File: src/rtl/uart_rx_pkg.sv
// Shared types, legal parameter ranges and the parity helper for the UART receive controller.
package uart_rx_pkg;

  typedef enum logic [2:0] {
    IDLE   = 3'd0,
    START  = 3'd1,
    DATA   = 3'd2,
    PARITY = 3'd3,
    STOP   = 3'd4,
    CHECK  = 3'd5,
    LOAD   = 3'd6
  } rx_state_t;

  localparam int DATA_BITS_MIN    = 5;
  localparam int DATA_BITS_MAX    = 9;
  localparam int CLKS_PER_BIT_MIN = 4;
  localparam int STOP_BITS_MIN    = 1;
  localparam int STOP_BITS_MAX    = 2;

  // Returns 1 when the received parity bit disagrees with the selected parity sense.
  function automatic logic parity_mismatch(input logic data_xor, input logic parity_bit,
                                           input logic odd);
    return ((data_xor ^ parity_bit) != odd);
  endfunction

endpackage

File: src/rtl/uart_bit_timer.sv
// Bit-period timer: counts while enabled, wraps to zero on the sample cycle and flags it.
module uart_bit_timer #(
  parameter int CNT_W = 4
) (
  input  logic             clk,
  input  logic             n_rst,
  input  logic             clr,
  input  logic             en,
  input  logic [CNT_W-1:0] rollover,
  output logic [CNT_W-1:0] cnt,
  output logic             sample
);

  logic [CNT_W-1:0] cnt_r;

  // Count up while enabled; return to zero on the sample cycle or on clear.
  always_ff @(posedge clk or negedge n_rst) begin
    if (!n_rst) begin
      cnt_r <= '0;
    end else if (clr) begin
      cnt_r <= '0;
    end else if (en) begin
      if (cnt_r == rollover) begin
        cnt_r <= '0;
      end else begin
        cnt_r <= cnt_r + CNT_W'(1);
      end
    end
  end

  assign cnt    = cnt_r;
  assign sample = en & (cnt_r == rollover);

endmodule

File: src/rtl/uart_rx_ctrl.sv
// Parametrised UART receive controller: start validation, LSB-first data capture,
// optional parity, 1 or 2 stop bits, output buffer with ready/overrun handshake.
module uart_rx_ctrl import uart_rx_pkg::*; #(
  parameter int DATA_BITS    = 8,
  parameter int CLKS_PER_BIT = 10,
  parameter int PARITY_EN    = 0,
  parameter int PARITY_ODD   = 0,
  parameter int STOP_BITS    = 1
) (
  input  logic                 clk,
  input  logic                 n_rst,
  input  logic                 serial_in,
  input  logic                 start_bit_detected,
  input  logic                 data_read,
  output logic [DATA_BITS-1:0] rx_data,
  output logic                 data_ready,
  output logic                 rx_busy,
  output logic                 shift_strobe,
  output logic                 load_buffer,
  output logic                 parity_error,
  output logic                 framing_error,
  output logic                 overrun_error
);

  localparam int HALF   = CLKS_PER_BIT / 2;
  localparam int CNT_W  = $clog2(CLKS_PER_BIT);
  localparam int BCNT_W = 4;

  generate
    if ((DATA_BITS < DATA_BITS_MIN) || (DATA_BITS > DATA_BITS_MAX) ||
        (CLKS_PER_BIT < CLKS_PER_BIT_MIN) || ((CLKS_PER_BIT % 2) != 0) ||
        (STOP_BITS < STOP_BITS_MIN) || (STOP_BITS > STOP_BITS_MAX) ||
        (PARITY_EN < 0) || (PARITY_EN > 1) || (PARITY_ODD < 0) || (PARITY_ODD > 1)) begin : g_param_bad
      $error("uart_rx_ctrl: illegal parameter combination");
    end
  endgenerate

  rx_state_t            state_r;
  rx_state_t            next_state_s;
  logic                 tmr_clr_s;
  logic                 tmr_en_s;
  logic [CNT_W-1:0]     rollover_s;
  logic [CNT_W-1:0]     cnt_s;
  logic                 sample_s;
  logic [BCNT_W-1:0]    bcnt_r;
  logic [DATA_BITS-1:0] shift_r;
  logic                 xor_r;
  logic                 perr_r;
  logic                 ferr_r;
  logic [DATA_BITS-1:0] rx_data_r;
  logic                 data_ready_r;
  logic                 rx_busy_r;
  logic                 shift_strobe_r;
  logic                 load_buffer_r;
  logic                 parity_error_r;
  logic                 framing_error_r;
  logic                 overrun_r;

  uart_bit_timer #(.CNT_W(CNT_W)) u_timer (
    .clk      (clk),
    .n_rst    (n_rst),
    .clr      (tmr_clr_s),
    .en       (tmr_en_s),
    .rollover (rollover_s),
    .cnt      (cnt_s),
    .sample   (sample_s)
  );

  // State register.
  always_ff @(posedge clk or negedge n_rst) begin
    if (!n_rst) begin
      state_r <= IDLE;
    end else begin
      state_r <= next_state_s;
    end
  end

  // Next-state and timer control; the START phase times only half a bit to land mid-bit.
  always_comb begin
    next_state_s = state_r;
    tmr_clr_s    = 1'b0;
    tmr_en_s     = 1'b0;
    rollover_s   = CNT_W'(CLKS_PER_BIT - 1);
    case (state_r)
      IDLE: begin
        tmr_clr_s = 1'b1;
        if (start_bit_detected) begin
          next_state_s = START;
        end else begin
          next_state_s = IDLE;
        end
      end
      START: begin
        tmr_en_s   = 1'b1;
        rollover_s = CNT_W'(HALF - 1);
        if (sample_s) begin
          if (serial_in) begin
            next_state_s = IDLE;
          end else begin
            next_state_s = DATA;
          end
        end else begin
          next_state_s = START;
        end
      end
      DATA: begin
        tmr_en_s = 1'b1;
        if (sample_s && (bcnt_r == BCNT_W'(DATA_BITS - 1))) begin
          next_state_s = (PARITY_EN != 0) ? PARITY : STOP;
        end else begin
          next_state_s = DATA;
        end
      end
      PARITY: begin
        tmr_en_s = 1'b1;
        if (sample_s) begin
          next_state_s = STOP;
        end else begin
          next_state_s = PARITY;
        end
      end
      STOP: begin
        tmr_en_s = 1'b1;
        if (sample_s && (bcnt_r == BCNT_W'(STOP_BITS - 1))) begin
          next_state_s = CHECK;
        end else begin
          next_state_s = STOP;
        end
      end
      CHECK: begin
        tmr_clr_s = 1'b1;
        if (perr_r || ferr_r) begin
          next_state_s = IDLE;
        end else begin
          next_state_s = LOAD;
        end
      end
      LOAD: begin
        tmr_clr_s    = 1'b1;
        next_state_s = IDLE;
      end
      default: begin
        tmr_clr_s    = 1'b1;
        next_state_s = IDLE;
      end
    endcase
  end

  // Frame datapath: bit counter, shift register, running parity and sticky error flags.
  always_ff @(posedge clk or negedge n_rst) begin
    if (!n_rst) begin
      bcnt_r          <= '0;
      shift_r         <= '0;
      xor_r           <= 1'b0;
      perr_r          <= 1'b0;
      ferr_r          <= 1'b0;
      rx_data_r       <= '0;
      parity_error_r  <= 1'b0;
      framing_error_r <= 1'b0;
    end else begin
      case (state_r)
        IDLE: begin
          if (start_bit_detected) begin
            parity_error_r  <= 1'b0;
            framing_error_r <= 1'b0;
          end
        end
        START: begin
          bcnt_r <= '0;
          xor_r  <= 1'b0;
          perr_r <= 1'b0;
          ferr_r <= 1'b0;
        end
        DATA: begin
          if (sample_s) begin
            shift_r <= {serial_in, shift_r[DATA_BITS-1:1]};
            xor_r   <= xor_r ^ serial_in;
            if (bcnt_r == BCNT_W'(DATA_BITS - 1)) begin
              bcnt_r <= '0;
            end else begin
              bcnt_r <= bcnt_r + BCNT_W'(1);
            end
          end
        end
        PARITY: begin
          if (sample_s) begin
            perr_r <= parity_mismatch(xor_r, serial_in, (PARITY_ODD != 0));
          end
        end
        STOP: begin
          if (sample_s) begin
            bcnt_r <= bcnt_r + BCNT_W'(1);
            if (!serial_in) begin
              ferr_r <= 1'b1;
            end
          end
        end
        CHECK: begin
          parity_error_r  <= perr_r;
          framing_error_r <= ferr_r;
        end
        LOAD: begin
          rx_data_r <= shift_r;
        end
        default: begin
          bcnt_r <= '0;
        end
      endcase
    end
  end

  // Host handshake: a load sets ready (flagging overrun if unread), a read clears ready and overrun.
  always_ff @(posedge clk or negedge n_rst) begin
    if (!n_rst) begin
      data_ready_r <= 1'b0;
      overrun_r    <= 1'b0;
    end else if (state_r == LOAD) begin
      data_ready_r <= 1'b1;
      if (data_read) begin
        overrun_r <= 1'b0;
      end else if (data_ready_r) begin
        overrun_r <= 1'b1;
      end
    end else if (data_read) begin
      data_ready_r <= 1'b0;
      overrun_r    <= 1'b0;
    end
  end

  // Registered status pulses, decoded one cycle early so they align with the state they mark.
  always_ff @(posedge clk or negedge n_rst) begin
    if (!n_rst) begin
      rx_busy_r      <= 1'b0;
      load_buffer_r  <= 1'b0;
      shift_strobe_r <= 1'b0;
    end else begin
      rx_busy_r      <= (next_state_s != IDLE);
      load_buffer_r  <= (next_state_s == LOAD);
      shift_strobe_r <= (state_r == DATA) && (cnt_s == CNT_W'(CLKS_PER_BIT - 2));
    end
  end

  assign rx_data       = rx_data_r;
  assign data_ready    = data_ready_r;
  assign rx_busy       = rx_busy_r;
  assign shift_strobe  = shift_strobe_r;
  assign load_buffer   = load_buffer_r;
  assign parity_error  = parity_error_r;
  assign framing_error = framing_error_r;
  assign overrun_error = overrun_r;

endmodule

File: config.mk
export PLATFORM = sky130hd
export DESIGN_NAME = uart_rx_ctrl
export DESIGN_NICKNAME = d
export VERILOG_FILES = /design/src/rtl/uart_rx_pkg.sv /design/src/rtl/uart_bit_timer.sv /design/src/rtl/uart_rx_ctrl.sv
export SDC_FILE = /design/constraint.sdc
export NUM_CORES = 1
export LEC_CHECK = 0
export CORE_UTILIZATION = 55
export CTS_BUF_LIST = sky130_fd_sc_hd__clkbuf_8 sky130_fd_sc_hd__clkbuf_16
export CTS_CLUSTER_SIZE = 8
export DETAILED_ROUTE_END_ITERATION = 16
export MAX_ROUTING_LAYER = met4
export PLACE_DENSITY = 0.78
export SLEW_MARGIN = 15
export SYNTH_ARGS = -nofsm -noshare
export SYNTH_HDL_FRONTEND = slang
export SYNTH_HIERARCHICAL = 1
export SYNTH_SLANG_ARGS = --single-unit
export TNS_END_PERCENT = 20
File: constraint.sdc
create_clock -name clk -period 8.7 [get_ports clk]
set_input_delay 2.61 -clock clk [delete_from_list [all_inputs] [get_ports clk]]
set_output_delay 2.61 -clock clk [all_outputs]
set_load 0.1 [all_outputs]
==> flow_summary.rst <==
.. list-table::
   :header-rows: 1

   * - Metric
     - Value
   * - Post-detailed-route wirelength per cell
     - 14.0 µm
   * - Unrepaired setup endpoints after global routing
     - no
   * - Number of detailed-routing iterations run before antenna repair
     - 4
   * - Number of antenna-violating nets in the routed design
     - 0
   * - Layout area overhead
     - 20.1%
   * - Worst r2r path cells
     - 8
   * - # DRC
     - 0
   * - Wire length of the first global-routing pass
     - 5950 µm
   * - Data required time at the worst endpoint
     - 6090 ps
   * - Number of buffers and inverters on the critical path
     - 1
   * - Routed wire length
     - 3390 µm
   * - # Max-Cap Violations
     - 0
   * - Final Hold Fails
     - 0
   * - Worst slew margin relative to its limit
     - 0.349
   * - Clock transition at the registers of the reported paths
     - 80 ps
   * - Combinational cell fraction of total power
     - 0.317
   * - Core Util, Final
     - 0.699
   * - Crit. path cell count
     - 1
   * - Leakage power summed over all cells
     - 0.973 nW
   * - Initial Utilization
     - 0.582
   * - Total power per unit cell area
     - 297 mW/mm²
   * - Worst-Skew Late Latency
     - 290 ps
   * - Antenna diode count
     - 0
   * - Kind of end point of the critical path
     - output pin
   * - Type of the worst setup path
     - reg2out
   * - Crit path launch type
     - flop
   * - Via total after detailed routing
     - 1,333
   * - Die width
     - 58.9 µm
   * - Final #Nets
     - 206
   * - Largest stage delay, worst path
     - 1150 ps
   * - Antenna violations before repair
     - 0
   * - Psw
     - 0.000236 W
   * - HPWL after detailed placement
     - 2370 µm
   * - Switching Fraction
     - 0.372
   * - Count of pins on the block boundary
     - 20
   * - Slowest CP cell
     - sky130_fd_sc_hd__clkdlybuf4s50_1
   * - Port Buffer Count
     - 19
   * - CP top delay family
     - buffers and inverters
   * - Largest net degree at the start of global routing
     - 38
   * - Starting DRT DRC Count
     - 54
   * - Seq pwr share
     - 0.396
   * - Power share of the clock group
     - 0.287
   * - Count of different cell masters after synthesis
     - 40
   * - Shortest period the worst path allows
     - 4420 ps
   * - Pin slew with the least headroom to its limit
     - 974 ps
   * - # clock sinks
     - 37
   * - Cell Chain, Critical Path
     - clkdlybuf4s50_1
   * - Largest fanout of any net on the critical path
     - 3
   * - Total Neg Setup Slack
     - 0 ps
   * - Net Count, Synth
     - 185
   * - Type of the worst min-delay path
     - reg2reg
   * - Number of cell rows
     - 20
   * - TritonCTS clock tree
     - done
   * - Global-route congestion overflow total
     - 0
   * - Sequential-to-total area share from yosys stat
     - 0.521
   * - Clock buffer count from CTS
     - 5
   * - Core Box Area
     - 0.00305 mm²
   * - Count of synthesis-stage warnings from yosys
     - 6
   * - Cell at the root of the clock tree
     - sky130_fd_sc_hd__clkbuf_8
   * - Buffers from clock root to sink, at most
     - 2
   * - Worst Hold Depth
     - 2
   * - Tcrit/Tclk final
     - 0.508
   * - Total Die Area
     - 0.00346 mm²
   * - Cell Area, Synth
     - 0.00178 mm²
   * - Via count of the first global-routing pass
     - 1,361
   * - Maximum frequency from static timing analysis
     - 226 MHz
   * - Final slew viol count
     - 0
   * - Total of cells resized after clock tree synthesis
     - 0
   * - Placer Congestion
     - 0.808
   * - Post-synthesis average cell area
     - 10.0 µm²
   * - Power Internal
     - 0.000398 W
   * - Number of levels the H-tree was split into
     - 2
   * - Result of the run
     - complete, no violations
   * - Cells after synthesis
     - 177
   * - Crit path DAT
     - 1810 ps
   * - Post-CTS Setup Inserts
     - 0
   * - Yosys reg bits
     - 37
   * - Die Height
     - 58.9 µm
   * - Endpoints failing setup
     - 0
   * - Worst clock skew on the final layout
     - 6.01 ps
   * - Global-route usage over all layers
     - 0.240
   * - Detailed-route vias per instance
     - 5.49
   * - Layout cells sized above 1
     - 0.111
   * - Hold bufs inserted after CTS
     - 0
   * - VDD IR-drop max
     - 0.168 mV
per-stage QoR:
step | instances | hold WS, ps | setup WS (ps) | cell area [µm²] | total power, W
floorplan | 177 | 435 | 5180 | 1780 | 0.000406
global placement | 235 | 447 | 4590 | 2000 | 0.000441
detailed placement | 235 | 461 | 4560 | 2000 | 0.000454
CTS | 243 | 480 | 4270 | 2130 | 0.000636
global route | 243 | 499 | 4240 | 2130 | 0.000668
finish | 243 | 474 | 4280 | 2130 | 0.000634
routing by layer:
layer  vias up  routed length (µm)  global-route usage
li1        648                   -                   -
met1       650                1540               0.286
met2        29                1700               0.396
met3         6                 108              0.0418
met4         0                  44               0.112
met5         -                   0                   -
power by group through the flow:
stage | Sequential, W | Clock, W | Combinational, W
after detailed placement | 0.000253 | 0 | 0.000201
after floorplan | 0.000281 | 0 | 0.000125
after global routing | 0.000256 | 0.000190 | 0.000222
final | 0.000251 | 0.000182 | 0.000201
after CTS | 0.000250 | 0.000184 | 0.000201
after global placement | 0.000249 | 0 | 0.000192
worst reg2reg max path, delay by kind of cell, from the launching register on:
family	cells	cell delay, ps
DFF	1	570
xor gates and xnor gates	1	190
and+or+nand+nor	6	2200
muxes	1	390
kinds of logic (layout without fill, tap and decap cells):
family | Yosys count | in the layout | synth area share
simple gates | 72 | 72 | 0.200
compound gates | 28 | 28 | 0.106
mux | 11 | 11 | 0.0683
buf+inv | 17 | 39 | 0.0422
xor+xnor | 8 | 8 | 0.0394
fa+ha+maj | 3 | 3 | 0.0211
other cells | 1 | 1 | 0.00211
flops | 37 | 37 | 0.521
layout by cell type (no fill, tap or decap), types with 4 or more instances in the layout:
master                            instances
sky130_fd_sc_hd__clkbuf_8                 5
sky130_fd_sc_hd__o21ai_0                  6
sky130_fd_sc_hd__mux2_2                   9
sky130_fd_sc_hd__nand3_1                  4
sky130_fd_sc_hd__dfrtp_1                 37
sky130_fd_sc_hd__xor2_1                   5
sky130_fd_sc_hd__clkdlybuf4s50_1         19
sky130_fd_sc_hd__nor2_1                   7
sky130_fd_sc_hd__o32ai_1                  4
sky130_fd_sc_hd__inv_1                   11
sky130_fd_sc_hd__nand2_1                 36
sky130_fd_sc_hd__nand2b_1                 4
sky130_fd_sc_hd__o31ai_1                  4
sky130_fd_sc_hd__a21oi_1                  6
synthesized netlist by cell type, drive strengths merged:
master    n  area share
nand3     4       0.011
a2111oi   1      0.0084
mux2i     2       0.011
o211ai    1      0.0042
buf       5       0.017
o31ai     4       0.017
nand2b    4       0.014
and2      2      0.0070
nand3b    2      0.0084
a22o      1      0.0049
dfrtp    37        0.52
inv      11       0.023
and3      1      0.0035
clkbuf    1      0.0021
nand2    36       0.076
or3       1      0.0035
ha        3       0.021
and2b     1      0.0042
and4      1      0.0049
nor2      7       0.015
xor2      5       0.025
or2b      1      0.0042
o32ai     4       0.020
a21oi     6       0.017
o22ai     2      0.0070
nor3      1      0.0028
nand4     2      0.0070
a31oi     1      0.0035
mux2      9       0.057
nand4bb   1      0.0063
nor2b     3       0.011
or2       2      0.0070
nor4      3       0.014
o21ai     7       0.020
a211o     1      0.0049
conb      1      0.0021
xnor2     3       0.015
final timing paths:
check	endpoint	slack [ps]	start
max	data_ready	4280	data_ready$_DFFE_PN0P_
min in group asynchronous	bcnt_r[1]$_DFFE_PN0P_	2730	n_rst
max reg2reg	shift_r[2]$_DFFE_PN0P_	5240	state_r[2]$_DFF_PN0_
min	rx_data[2]$_DFFE_PN0P_	470	rx_data[2]$_DFFE_PN0P_
max in group asynchronous	parity_error$_DFFE_PN0P_	5650	n_rst
min reg2reg	rx_data[2]$_DFFE_PN0P_	470	rx_data[2]$_DFFE_PN0P_
area by class of cell:
class,instances,area (µm²)
Sequential cell,37,926
Clock inverter,3,68.8
Timing Repair Buffer,20,198
Tap cell,44,55.1
Inverter,11,41.3
Multi-Input combinational cell,123,777
Fill cell,243,918
Clock buffer,5,68.8
sequential cells by signal (all words and copies together), names as in the netlist, 3 cells and up:
| register | count |
|---|---|
| bcnt_r | 4 |
| shift_r | 8 |
| state_r | 3 |
| u_timer/cnt | 4 |
| rx_data | 8 |
No activity file was read; power rests on OpenSTA's default activity.
